--- src/rtl/rv_fetch_pkg.sv ---
// Shared fetch-stage constants: canonical NOP encoding, register field positions, width helper.
package rv_fetch_pkg;
  localparam logic [31:0] NOP     = 32'h0000_0013;
  localparam int          REG_W   = 5;
  localparam int          RD_LSB  = 7;
  localparam int          RS1_LSB = 15;
  localparam int          RS2_LSB = 20;

  function automatic int clog2(input int v);
    int r;
    r = 0;
    for (int i = 0; i < 31; i++) begin
      if ((1 << i) < v) r = i + 1;
    end
    return r;
  endfunction
endpackage

--- src/rtl/rv_fetch_fifo.sv ---
// Synchronous FIFO with flush (flush beats push/pop); a push is visible at the head next cycle.
// No internal full/empty guard: the owner never pushes when full nor pops when empty.
module rv_fetch_fifo
  import rv_fetch_pkg::*;
#(
  parameter int WIDTH = 64,
  parameter int DEPTH = 4,
  localparam int AW = clog2(DEPTH),
  localparam int CW = clog2(DEPTH) + 1
) (
  input  logic             clk_i,
  input  logic             rst_i,
  input  logic             flush,
  input  logic             push,
  input  logic [WIDTH-1:0] push_dat,
  input  logic             pop,
  output logic [WIDTH-1:0] head_dat,
  output logic [CW-1:0]    count
);
  logic [WIDTH-1:0] mem [DEPTH];
  logic [AW-1:0]    wr_ptr;
  logic [AW-1:0]    rd_ptr;

  // DEPTH is a power of two, so pointer overflow is the modulo wrap.
  always_ff @(posedge clk_i or posedge rst_i) begin
    if (rst_i) begin
      wr_ptr <= '0;
      rd_ptr <= '0;
      count  <= '0;
    end else if (flush) begin
      wr_ptr <= '0;
      rd_ptr <= '0;
      count  <= '0;
    end else begin
      if (push) wr_ptr <= wr_ptr + AW'(1);
      if (pop)  rd_ptr <= rd_ptr + AW'(1);
      count <= count + CW'(push) - CW'(pop);
    end
  end

  always_ff @(posedge clk_i) begin
    if (push) mem[wr_ptr] <= push_dat;
  end

  assign head_dat = mem[rd_ptr];
endmodule

--- src/rtl/rv_prefetch.sv ---
// Credit-limited instruction prefetcher: buffered + in-flight never exceed DEPTH; head held on stall.
// Responses reach the head one cycle after arrival; redirects flush and drop stale in-flight words.
module rv_prefetch
  import rv_fetch_pkg::*;
#(
  parameter int          DEPTH    = 4,
  parameter logic [31:0] RESET_PC = 32'h0000_0000
) (
  input  logic             clk_i,
  input  logic             rst_i,
  output logic [31:0]      im_addr_o,
  output logic             im_req_o,
  input  logic [31:0]      im_data_i,
  input  logic             im_valid_i,
  input  logic             f_stall_i,
  input  logic             f_kill_i,
  input  logic             x_bra_i,
  input  logic [31:0]      x_pc_bra_i,
  output logic [31:0]      f_ir_o,
  output logic [31:0]      f_pc_o,
  output logic [31:0]      f_pc_plus_4_o,
  output logic             f_valid_o,
  output logic [REG_W-1:0] rf_rs1_o,
  output logic [REG_W-1:0] rf_rs2_o,
  output logic             f_load_hazard_o
);
  localparam int CW = clog2(DEPTH) + 1;
  localparam int SW = CW + 1;

  logic [31:0]      fetch_pc;
  logic [CW-1:0]    ibuf_cnt;
  logic [CW-1:0]    outstanding;
  logic [CW-1:0]    drop_cnt;
  logic [63:0]      ibuf_head;
  logic [31:0]      addr_head;
  logic             ibuf_nonempty;
  logic             push;
  logic             pop;
  logic             consume;
  logic             last_rd_vld;
  logic [REG_W-1:0] last_rd;

  assign im_addr_o     = x_bra_i ? x_pc_bra_i : fetch_pc;
  assign im_req_o      = !rst_i && ((SW'(ibuf_cnt) + SW'(outstanding)) < SW'(DEPTH));
  assign push          = im_valid_i && (drop_cnt == '0);
  assign ibuf_nonempty = (ibuf_cnt != '0);
  assign pop           = ibuf_nonempty && !f_stall_i;
  assign consume       = f_valid_o && !f_stall_i;

  // Address of every unanswered request, including those marked for dropping.
  rv_fetch_fifo #(.WIDTH(32), .DEPTH(DEPTH)) u_addr_fifo (
    .clk_i    (clk_i),
    .rst_i    (rst_i),
    .flush    (1'b0),
    .push     (im_req_o),
    .push_dat (im_addr_o),
    .pop      (im_valid_i),
    .head_dat (addr_head),
    .count    (outstanding)
  );

  rv_fetch_fifo #(.WIDTH(64), .DEPTH(DEPTH)) u_ibuf (
    .clk_i    (clk_i),
    .rst_i    (rst_i),
    .flush    (x_bra_i),
    .push     (push),
    .push_dat ({addr_head, im_data_i}),
    .pop      (pop),
    .head_dat (ibuf_head),
    .count    (ibuf_cnt)
  );

  assign f_valid_o       = ibuf_nonempty && !f_kill_i;
  assign f_ir_o          = ibuf_nonempty ? ibuf_head[31:0] : NOP;
  assign f_pc_o          = ibuf_head[63:32];
  assign f_pc_plus_4_o   = f_pc_o + 32'd4;
  assign rf_rs1_o        = f_ir_o[RS1_LSB +: REG_W];
  assign rf_rs2_o        = f_ir_o[RS2_LSB +: REG_W];
  assign f_load_hazard_o = f_valid_o && last_rd_vld &&
                           ((rf_rs1_o == last_rd) || (rf_rs2_o == last_rd));

  // A redirect with no credit still retargets fetch so the branch is never lost.
  always_ff @(posedge clk_i or posedge rst_i) begin
    if (rst_i) begin
      fetch_pc    <= RESET_PC;
      drop_cnt    <= '0;
      last_rd_vld <= 1'b0;
      last_rd     <= '0;
    end else begin
      if (im_req_o)     fetch_pc <= im_addr_o + 32'd4;
      else if (x_bra_i) fetch_pc <= x_pc_bra_i;

      if (x_bra_i)                             drop_cnt <= outstanding - CW'(im_valid_i);
      else if (im_valid_i && drop_cnt != '0)   drop_cnt <= drop_cnt - CW'(1);

      if (x_bra_i) begin
        last_rd_vld <= 1'b0;
      end else if (consume) begin
        last_rd_vld <= 1'b1;
        last_rd     <= f_ir_o[RD_LSB +: REG_W];
      end
    end
  end
endmodule

--- config.mk ---
export PLATFORM = sky130hd
export DESIGN_NAME = rv_prefetch
export DESIGN_NICKNAME = d
export VERILOG_FILES = /design/src/rtl/rv_fetch_pkg.sv /design/src/rtl/rv_fetch_fifo.sv /design/src/rtl/rv_prefetch.sv
export SDC_FILE = /design/constraint.sdc
export NUM_CORES = 1
export LEC_CHECK = 0
export ABC_AREA = 1
export CORE_ASPECT_RATIO = 1.25
export CORE_MARGIN = 3
export CORE_UTILIZATION = 59
export CTS_BUF_LIST = sky130_fd_sc_hd__clkbuf_4 sky130_fd_sc_hd__clkbuf_8
export DETAILED_ROUTE_END_ITERATION = 10
export GPL_TIMING_DRIVEN = 1
export HOLD_SLACK_MARGIN = 0.12
export PLACE_DENSITY = 0.85
export SYNTH_ARGS = -nofsm -noshare
export SYNTH_HDL_FRONTEND = slang
export SYNTH_HIERARCHICAL = 1
export SYNTH_SLANG_ARGS = --single-unit
--- constraint.sdc ---
create_clock -name clk_i -period 3.2 [get_ports clk_i]
set_input_delay 0.32 -clock clk_i [delete_from_list [all_inputs] [get_ports clk_i]]
set_output_delay 0.32 -clock clk_i [all_outputs]
set_load 0.005 [all_outputs]
==> results of run 1 <==
## layout make-up
class / count / area [um^2] / share of cell area [%]
clock inverter: 25 / 225 / 0.906
clock buffer: 92 / 1160 / 4.66
tap: 418 / 523 / 2.10
sequential: 439 / 12900 / 51.9
multi-input combinational: 1020 / 5610 / 22.5
timing repair buffer: 334 / 3270 / 13.2
inverter: 307 / 1170 / 4.69
## cell families after synthesis
logic type | synth area share, %
simple gates | 13.9
xor+xnor | 1.80
flops | 64.6
other cells | 0.0188
buf+inv | 9.07
compound gates | 9.11
fa+ha+maj | 1.45
## cell usage in the layout (no fill, tap or decap), drive strengths merged, types with 2 or more instances in the layout
cell type / synthesis / layout
nand2: 447 / 447
edfxtp: 384 / 384
inv: 307 / 306
clkdlybuf4s50: 0 / 175
buf: 76 / 134
o21ai: 117 / 117
nor2: 104 / 104
a21oi: 99 / 99
o211ai: 97 / 97
clkbuf: 11 / 97
dfrtp: 55 / 55
nand3: 43 / 43
xor2: 26 / 26
ha: 20 / 20
clkinv: 0 / 19
nand4: 17 / 17
xnor2: 15 / 15
nor3: 12 / 12
dlymetal6s2s: 0 / 9
dlygate4sd2: 0 / 9
nand3b: 7 / 7
or2: 6 / 6
conb: 1 / 5
bufinv: 0 / 4
clkinvlp: 0 / 3
bufbuf: 0 / 2
fa: 2 / 2
## registers in the layout (all words and copies together), names as in the netlist
register and flops:
u_ibuf/mem 256, u_addr_fifo/mem 128, fetch_pc 32, last_rd 5
drop_cnt 3, u_addr_fifo/count 3, u_ibuf/count 3, u_addr_fifo/rd_ptr 2
u_addr_fifo/wr_ptr 2, u_ibuf/rd_ptr 2, u_ibuf/wr_ptr 2, last_rd_vld 1
## stage by stage
step	hold WS, ns	power (mW)
6_report	0.159	18.9
3_5_place_dp	0.511	13.3
3_3_place_gp	0.467	13.0
5_1_grt	0.190	19.8
4_1_cts	0.126	18.5
2_1_floorplan	0.123	10.5
## cell usage after synthesis (5+ instances only)
cell      count
nand2_2      35
ha_1         20
buf_6        26
or2_2         6
nand3_1      40
nand2_1     412
a21oi_1      99
xor2_1       26
edfxtp_1    384
clkbuf_2      5
nor2_4        8
nor3_1        9
nand4_1      17
dfrtp_1      55
xnor2_1      15
buf_4        20
buf_2        29
inv_1       303
nor2_2        9
o21ai_0      76
o211ai_1     97
clkbuf_1      6
nor2_1       86
nand3b_1      7
o21ai_1      40
## path summary, 6_finish.rpt
check | endpoint | cells after the start | slack (ns)
setup / recovery | f_pc_plus_4_o[26] | 14 | -0.20
hold / removal | u_addr_fifo/count[2]$_DFF_PP0_ | 2 | 0.16
setup reg to reg | u_ibuf/count[2]$_DFF_PP0_ | 12 | 0.64
hold reg to reg | last_rd_vld$_DFFE_PP0P_ | 2 | 0.54
max in group asynchronous | fetch_pc[6]$_DFF_PP0_ | 3 | 2.07
min in group clk_i | u_ibuf/count[1]$_DFF_PP0_ | 2 | 0.25
## worst register-to-register path, delay by kind of cell, from the launching register on
kind	cells	cell delay [ns]
and+or+nand+nor	5	0.56
DFF	1	0.44
buffers and inverters	4	0.65
adders and majority gates	3	0.84
## per-layer routing
| metal | part of all wire, % | GRT usage, % | up-vias | wire, um |
|---|---|---|---|---|
| met1 | 35 | 31.9 | 7110 | 18300 |
| met3 | 7.8 | 4.87 | 187 | 4050 |
| met4 | 5.2 | 13.4 | 0 | 2670 |
| li1 | - | - | 6774 | - |
| met2 | 52 | 48.0 | 852 | 26800 |
| met5 | 0 | 0 | - | 0 |
## timing repair
item,in CTS,in global routing
buffers inserted,47,13
pin swaps,30,22
resized for setup,108,88
endpoints found under the setup margin,47,34
cloned,2,0
hold buffers,0,0
## report_power, final
part	internal [mW]	switching, mW
Clock	2.68	2.12
Sequential	7.08	0.264
Combinational	2.97	3.81
==> summary.txt, run 1 <==
Run status
  • Status: finished, violations left
  • Failing checks: negative setup slack

Critical path
  • CP dominant cell by count: buf_6
  • Crit Path Class: reg -> out
  • CP Data Required Time: 2.88 ns
  • CP delay by family, top: buffers and inverters
  • RR Startpoint: u_ibuf/count[1]$_DFF_PP0_
  • WP data arrival: between 3 and 4 ns
  • CP peak stage delay: 0.53 ns
  • Crit-path slowest cell: dfrtp_4
  • Crit. Startpoint: u_ibuf/rd_ptr[0]$_DFFE_PP0P_
  • CP bufs+invs: 6
  • CP Cell Sequence: buf_8, a21oi_1, o21ai_1, nand2_2, buf_6, nand2_4, nor2_2, inv_1, nor3_2, buf_4, buf_6, nand4_1, xor2_1, buf_2
  • Startpoint types: register
  • CP Capture Type: output pin
  • Crit path max fanout: 10

Timing
  • Fin crit period: 3.40 ns
  • RSZ-0062 raised after global routing: yes
  • Final Hold Fails: 0
  • Worst-Margin Slew: 0.975 ns
  • PnR worst setup slack: -0.202 ns
  • F_max: 294 MHz
  • Max Transition Viols Final: 0
  • Final TNS setup: -2.08 ns
  • Worst clock skew: ~0.039 ns
  • Final setup violation count: 17
  • Tcrit/Tclk final: 106%
  • Slew headroom: 34.6%

Finish
  • Layout Utilization: about 75%
  • Layout cells sized above 1: 18.0%
  • Post-route cell area: 24900 um^2
  • Nets: 2260
  • Area grow syn2layout: 24.6%
  • # fillers: 1851
  • Cell Count, Final, Fillers Out: 2635
  • Antenna cells: 0

CTS
  • Root Buffer: clkbuf_8
  • H-tree Lvls: 3
  • Clk Latency, worst-skew pair: 0.59 ns
  • Worst-case clock buffer depth: 3
  • CTS tree: done
  • CTS Buf Count: 66
  • Clock sinks: 439
  • Worst-path clk slew: 0.07 ns

Floorplan
  • Core area: around 33000 um^2
  • Die height: 212 um
  • Starting Density: 60.4%
  • # rows: 74
  • Total die area: about 36000 um^2
  • Ports: between 200 and 250
  • DIE WIDTH: 171 um

Synth
  • Syn. warnings: 6
  • Yosys reg bits: 439
  • Synth area leader: edfxtp_1
  • Ranking of synthesized cells by area: edfxtp_1 (58%), nand2_1 (7.7%), dfrtp_1 (6.9%), inv_1 (5.7%), o211ai_1 (3.6%)
  • Syn Std Cell Area: 20000 um^2
  • FFs w/ async S/R, synth: about an eighth
  • Cells after Synth: roughly 1800
  • Post-synth top flop: edfxtp_1
  • Post-synth EDFFs: 384
  • Syn_area_per_cell: 10.8 um^2
  • Post-synth cell types: 38
  • Register area share after synthesis: 64.6%
  • Top cell type's share of synthesized area: around 58%

Power
  • Power Dens Cells: 761 nW/um^2
  • Max IR drop VDD: approximately 380 uV
  • Lkg Pwr: between 10 and 15 nW

Detailed routing
  • 1st-iter DRT viols: around 1600
  • Routed Antenna Nets: 0
  • Routed wire length: a little over 50 mm
  • Wire per inst: 19.6 um
  • DR pass1 iterations: 7
  • # DRC: 0
  • Via density: roughly 5.7
  • Via count: 14900

GRT
  • Total gr overflow: 0
  • First-pass GRT wire length: between 70 and 80 mm
  • Number of global-route vias before repair: between 10000 and 15000
  • Largest net degree at the start of global routing: slightly above 100
  • Total GRT Usage: 27.2%
  • Antenna violations before repair: 0

Min path
  • Worst min path class: in -> async

Placed design
  • GP Congestion: roughly 0.89
  • Placed insts: 2456
  • Placement Setup Slack: -0.0860 ns
  • Area post-placement: approximately 23000 um^2
  • PortBufs: 210
  • DP HPWL: 29.9 mm

Run
  • Max Cap Viol: 0
Power figures use the tool's default switching activity.
==> run 2, diff against run 1 <==
--- a/config.mk
+++ b/config.mk
@@ -8,12 +8,13 @@
 export ABC_AREA = 1
 export CORE_ASPECT_RATIO = 1.25
 export CORE_MARGIN = 3
-export CORE_UTILIZATION = 59
+export CORE_UTILIZATION = 60
 export CTS_BUF_LIST = sky130_fd_sc_hd__clkbuf_4 sky130_fd_sc_hd__clkbuf_8
 export DETAILED_ROUTE_END_ITERATION = 10
+export DONT_BUFFER_PORTS = 1
 export GPL_TIMING_DRIVEN = 1
 export HOLD_SLACK_MARGIN = 0.12
-export PLACE_DENSITY = 0.85
+export PLACE_DENSITY = 0.78
 export SYNTH_ARGS = -nofsm -noshare
 export SYNTH_HDL_FRONTEND = slang
 export SYNTH_HIERARCHICAL = 1
==> run 2 against run 1 <==
Against the previous run:
- the flow now finishes without violations
- fmax up 6.5%
- setup slack better by 0.21 ns
- clock skew down 0.018 ns
- first-iteration DRC count down 3.6%
- non-clock buffer count down 219
- total power down 12%
- cell count down 8.3%
- sequential power about the same
- die area down 1.6%
- critical path depth down 2
- clock-buffer cell count down 2
- critical endpoint unchanged
- largest power group unchanged
- highest routed layer unchanged
==> summary.txt, run 2 (synthesis gave the netlist of run 1 again) <==
Detailed routing
  • Via density: 5.53 (was 5.66)
  • Routed Antenna Nets: 0 (unchanged)
  • Via count: 13400 (was 14900)
  • 1st-iter DRT viols: 1542 (was 1599)
  • Wire per inst: 18.3 um (was 19.6 um)
  • Routed wire length: 44.2 mm (was 51.8 mm)
  • DR pass1 iterations: 5 (was 7)
  • # DRC: 0 (unchanged)

Floorplan
  • DIE WIDTH: 169 um (was 171 um)
  • Die height: 210 um (was 212 um)
  • Ports: 211 (unchanged)
  • Total die area: 35500 um^2 (was 36100 um^2)
  • # rows: 74 (unchanged)
  • Core area: 32800 um^2 (was 33100 um^2)
  • Starting Density: 60.9% (was 60.4%)

Power
  • Power Dens Cells: 730 nW/um^2 (was 761 nW/um^2)
  • Max IR drop VDD: 494 uV (was 376 uV)
  • Lkg Pwr: 9.17 nW (was 10.2 nW)

Min path
  • WHS Endpoint: u_addr_fifo/mem[3][18]$_DFFE_PP_
  • Worst min path class: in -> reg (was in -> async)
  • Hold path depth: 2
  • Min-delay src: x_pc_bra_i[18]

CTS
  • CTS Buf Count: 66 (unchanged)
  • Root Buffer: clkbuf_8 (unchanged)
  • Worst-case clock buffer depth: 3 (unchanged)
  • Clock sinks: 439 (unchanged)
  • H-tree Lvls: 3 (unchanged)
  • CTS tree: done (unchanged)
  • Worst-path clk slew: 0.07 ns (about the same)
  • Clk Latency, worst-skew pair: 0.59 ns (about the same)

Finish
  • Area grow syn2layout: 13.8% (was 24.6%)
  • Nets: 2041 (was 2260)
  • # fillers: 2271 (was 1851)
  • Antenna cells: 0 (unchanged)
  • Top reg by flops: u_ibuf/mem (unchanged)
  • Layout cells sized above 1: 14.3% (was 18.0%)
  • Most common cell after layout, fill and taps aside: nand2_1 (unchanged)
  • Top Registers: u_ibuf/mem x256, u_addr_fifo/mem x128, fetch_pc x32 (unchanged)
  • Max reg flops: 256 (unchanged)
  • Layout Utilization: 69.3% (was 75.2%)
  • Most frequent cells in the layout: nand2_1 (392), edfxtp_1 (384), inv_1 (296), a21oi_1 (97), o211ai_1 (97) (was nand2_1 (394), edfxtp_1 (384), inv_1 (296), clkdlybuf4s50_1 (175), o211ai_1 (97))

Placed design
  • Placement Setup Slack: 0.262 ns (was -0.0860 ns)
  • PortBufs: 0 (was 210)
  • DP HPWL: 27.9 mm (was 29.9 mm)
  • GP Congestion: 0.893 (was 0.894)

Timing
  • Slew headroom: 33.4% (was 34.6%)
  • Worst clock skew: 0.0204 ns (was 0.0388 ns)
  • Fin crit period: 3.19 ns (was 3.40 ns)
  • Max Transition Viols Final: 0 (unchanged)
  • Final setup violation count: 0 (was 17)
  • PnR worst setup slack: 0.00638 ns (was -0.202 ns)
  • F_max: 313 MHz (was 294 MHz)
  • Final Hold Fails: 0 (unchanged)
  • Tcrit/Tclk final: 99.8% (was 106%)
  • RSZ-0062 raised after global routing: yes (unchanged)
  • Worst-Margin Slew: 0.998 ns (was 0.975 ns)

Critical path
  • Cell count along the critical path: 12 (was 14)
  • R2r setup slk: 0.68 ns (was 0.64 ns)
  • CP Cell Sequence: buf_12, a21oi_1, o21ai_1, nand2_2, ha_4, nand2_4, nor2_4, inv_2, nor3_4, buf_4, nand4_1, xor2_2 (was buf_8, a21oi_1, o21ai_1, nand2_2, buf_6, nand2_4, nor2_2, inv_1, nor3_2, buf_4, buf_6, nand4_1, xor2_1, buf_2)
  • CP delay by family, top: simple AND/OR/NAND/NOR gates (was buffers and inverters)
  • Crit-path slowest cell: dfrtp_4 (unchanged)
  • WP data arrival: 2.87 ns (was 3.08 ns)
  • Startpoint types: register (unchanged)
  • Crit. Startpoint: u_ibuf/rd_ptr[0]$_DFFE_PP0P_ (unchanged)
  • CP bufs+invs: 3 (was 6)
  • Crit Path Class: reg -> out (unchanged)
  • CP Capture Type: output pin (unchanged)
  • Crit path max fanout: 8 (was 10)
  • R2R depth: 9 (was 12)
  • CP peak stage delay: 0.58 ns (was 0.53 ns)
  • Worst r2r dst: u_addr_fifo/count[2]$_DFF_PP0_ (was u_ibuf/count[2]$_DFF_PP0_)
  • RR Startpoint: u_ibuf/count[1]$_DFF_PP0_ (unchanged)
  • CP Data Required Time: 2.88 ns (about the same)

GRT
  • Largest net degree at the start of global routing: 100 (was 101)
  • Antenna violations before repair: 0 (unchanged)
  • First-pass GRT wire length: 67.4 mm (was 76.0 mm)
  • Number of global-route vias before repair: 12900 (was 14700)
  • Total gr overflow: 0 (unchanged)
  • Total GRT Usage: 24.2% (was 27.2%)

Run status
  • Status: completed (was finished, violations left)

Run
  • Max Cap Viol: 0 (unchanged)
## run 2: area by class of cell
| class | count | area (um^2) | share of cell area, % |
|---|---|---|---|
| multi-input cells | 1020 | 5480 | 24.1 |
| clock buffers | 90 | 1130 | 4.99 |
| inverters | 307 | 1160 | 5.11 |
| clock inverters | 26 | 229 | 1.01 |
| flip-flops and latches | 439 | 12900 | 56.9 |
| repair buffers | 115 | 1270 | 5.61 |
| well taps | 418 | 523 | 2.30 |
## run 2: metal layers
metal	vias to the layer above	routed length (um)	GRT usage, %	part of all wire (%)
met1	6325	16800	30.4	38
li1	6337	-	-	-
met2	608	22500	42.0	51
met3	92	3550	5.01	8.0
met4	0	1330	8.72	3.0
met5	-	0	0	0
## run 2: worst max path at each step
| stage | to |
|---|---|
| final | f_pc_plus_4_o[26] |
| after global routing | f_pc_plus_4_o[26] |
| after CTS | f_pc_plus_4_o[26] |
| after detailed placement | f_pc_plus_4_o[31] |
| after global placement | f_pc_plus_4_o[26] |
| after floorplan | u_ibuf/mem[0][0]$_DFFE_PP_ |
## run 2: repair_timing
| action | CTS | global route |
|---|---|---|
| endpoints found under the setup margin | 19 | 17 |
| hold endpoints to repair | 304 | 0 |
| hold buffers | 62 | 0 |
| gates cloned | 0 | 3 |
| pin swaps | 6 | 6 |
| resized for setup | 22 | 40 |
| setup buffers | 8 | 5 |
## run 2: worst register-to-register path: cells and delay by family (launching register included)
family / cells / cell delay [ns]
DFF: 1 / 0.46
AOI/OAI and AO/OA: 1 / 0.14
and+or+nand+nor: 3 / 0.42
buffers and inverters: 2 / 0.47
adders and majority gates: 3 / 0.92
## run 2: power breakdown
group	total [mW]	internal [mW]	switching [mW]
Sequential	7.33	7.08	0.254
Combinational	4.57	1.39	3.17
Clock	4.69	2.62	2.07
Total	16.6	11.1	5.50
## run 2: per-stage QoR
stage          hold slack, ns  TNS [ns]  cells  cell area, um^2  power, mW
2_1_floorplan           0.123         0   1853            20000       10.5
3_3_place_gp            0.159         0   2221            20300       11.4
3_5_place_dp            0.165         0   2221            20300       11.5
4_1_cts                 0.125   -0.0433   2407            22400       16.4
5_1_grt                 0.150    -0.728   2415            22700       17.5
6_report                0.161         0   2415            22700       16.6
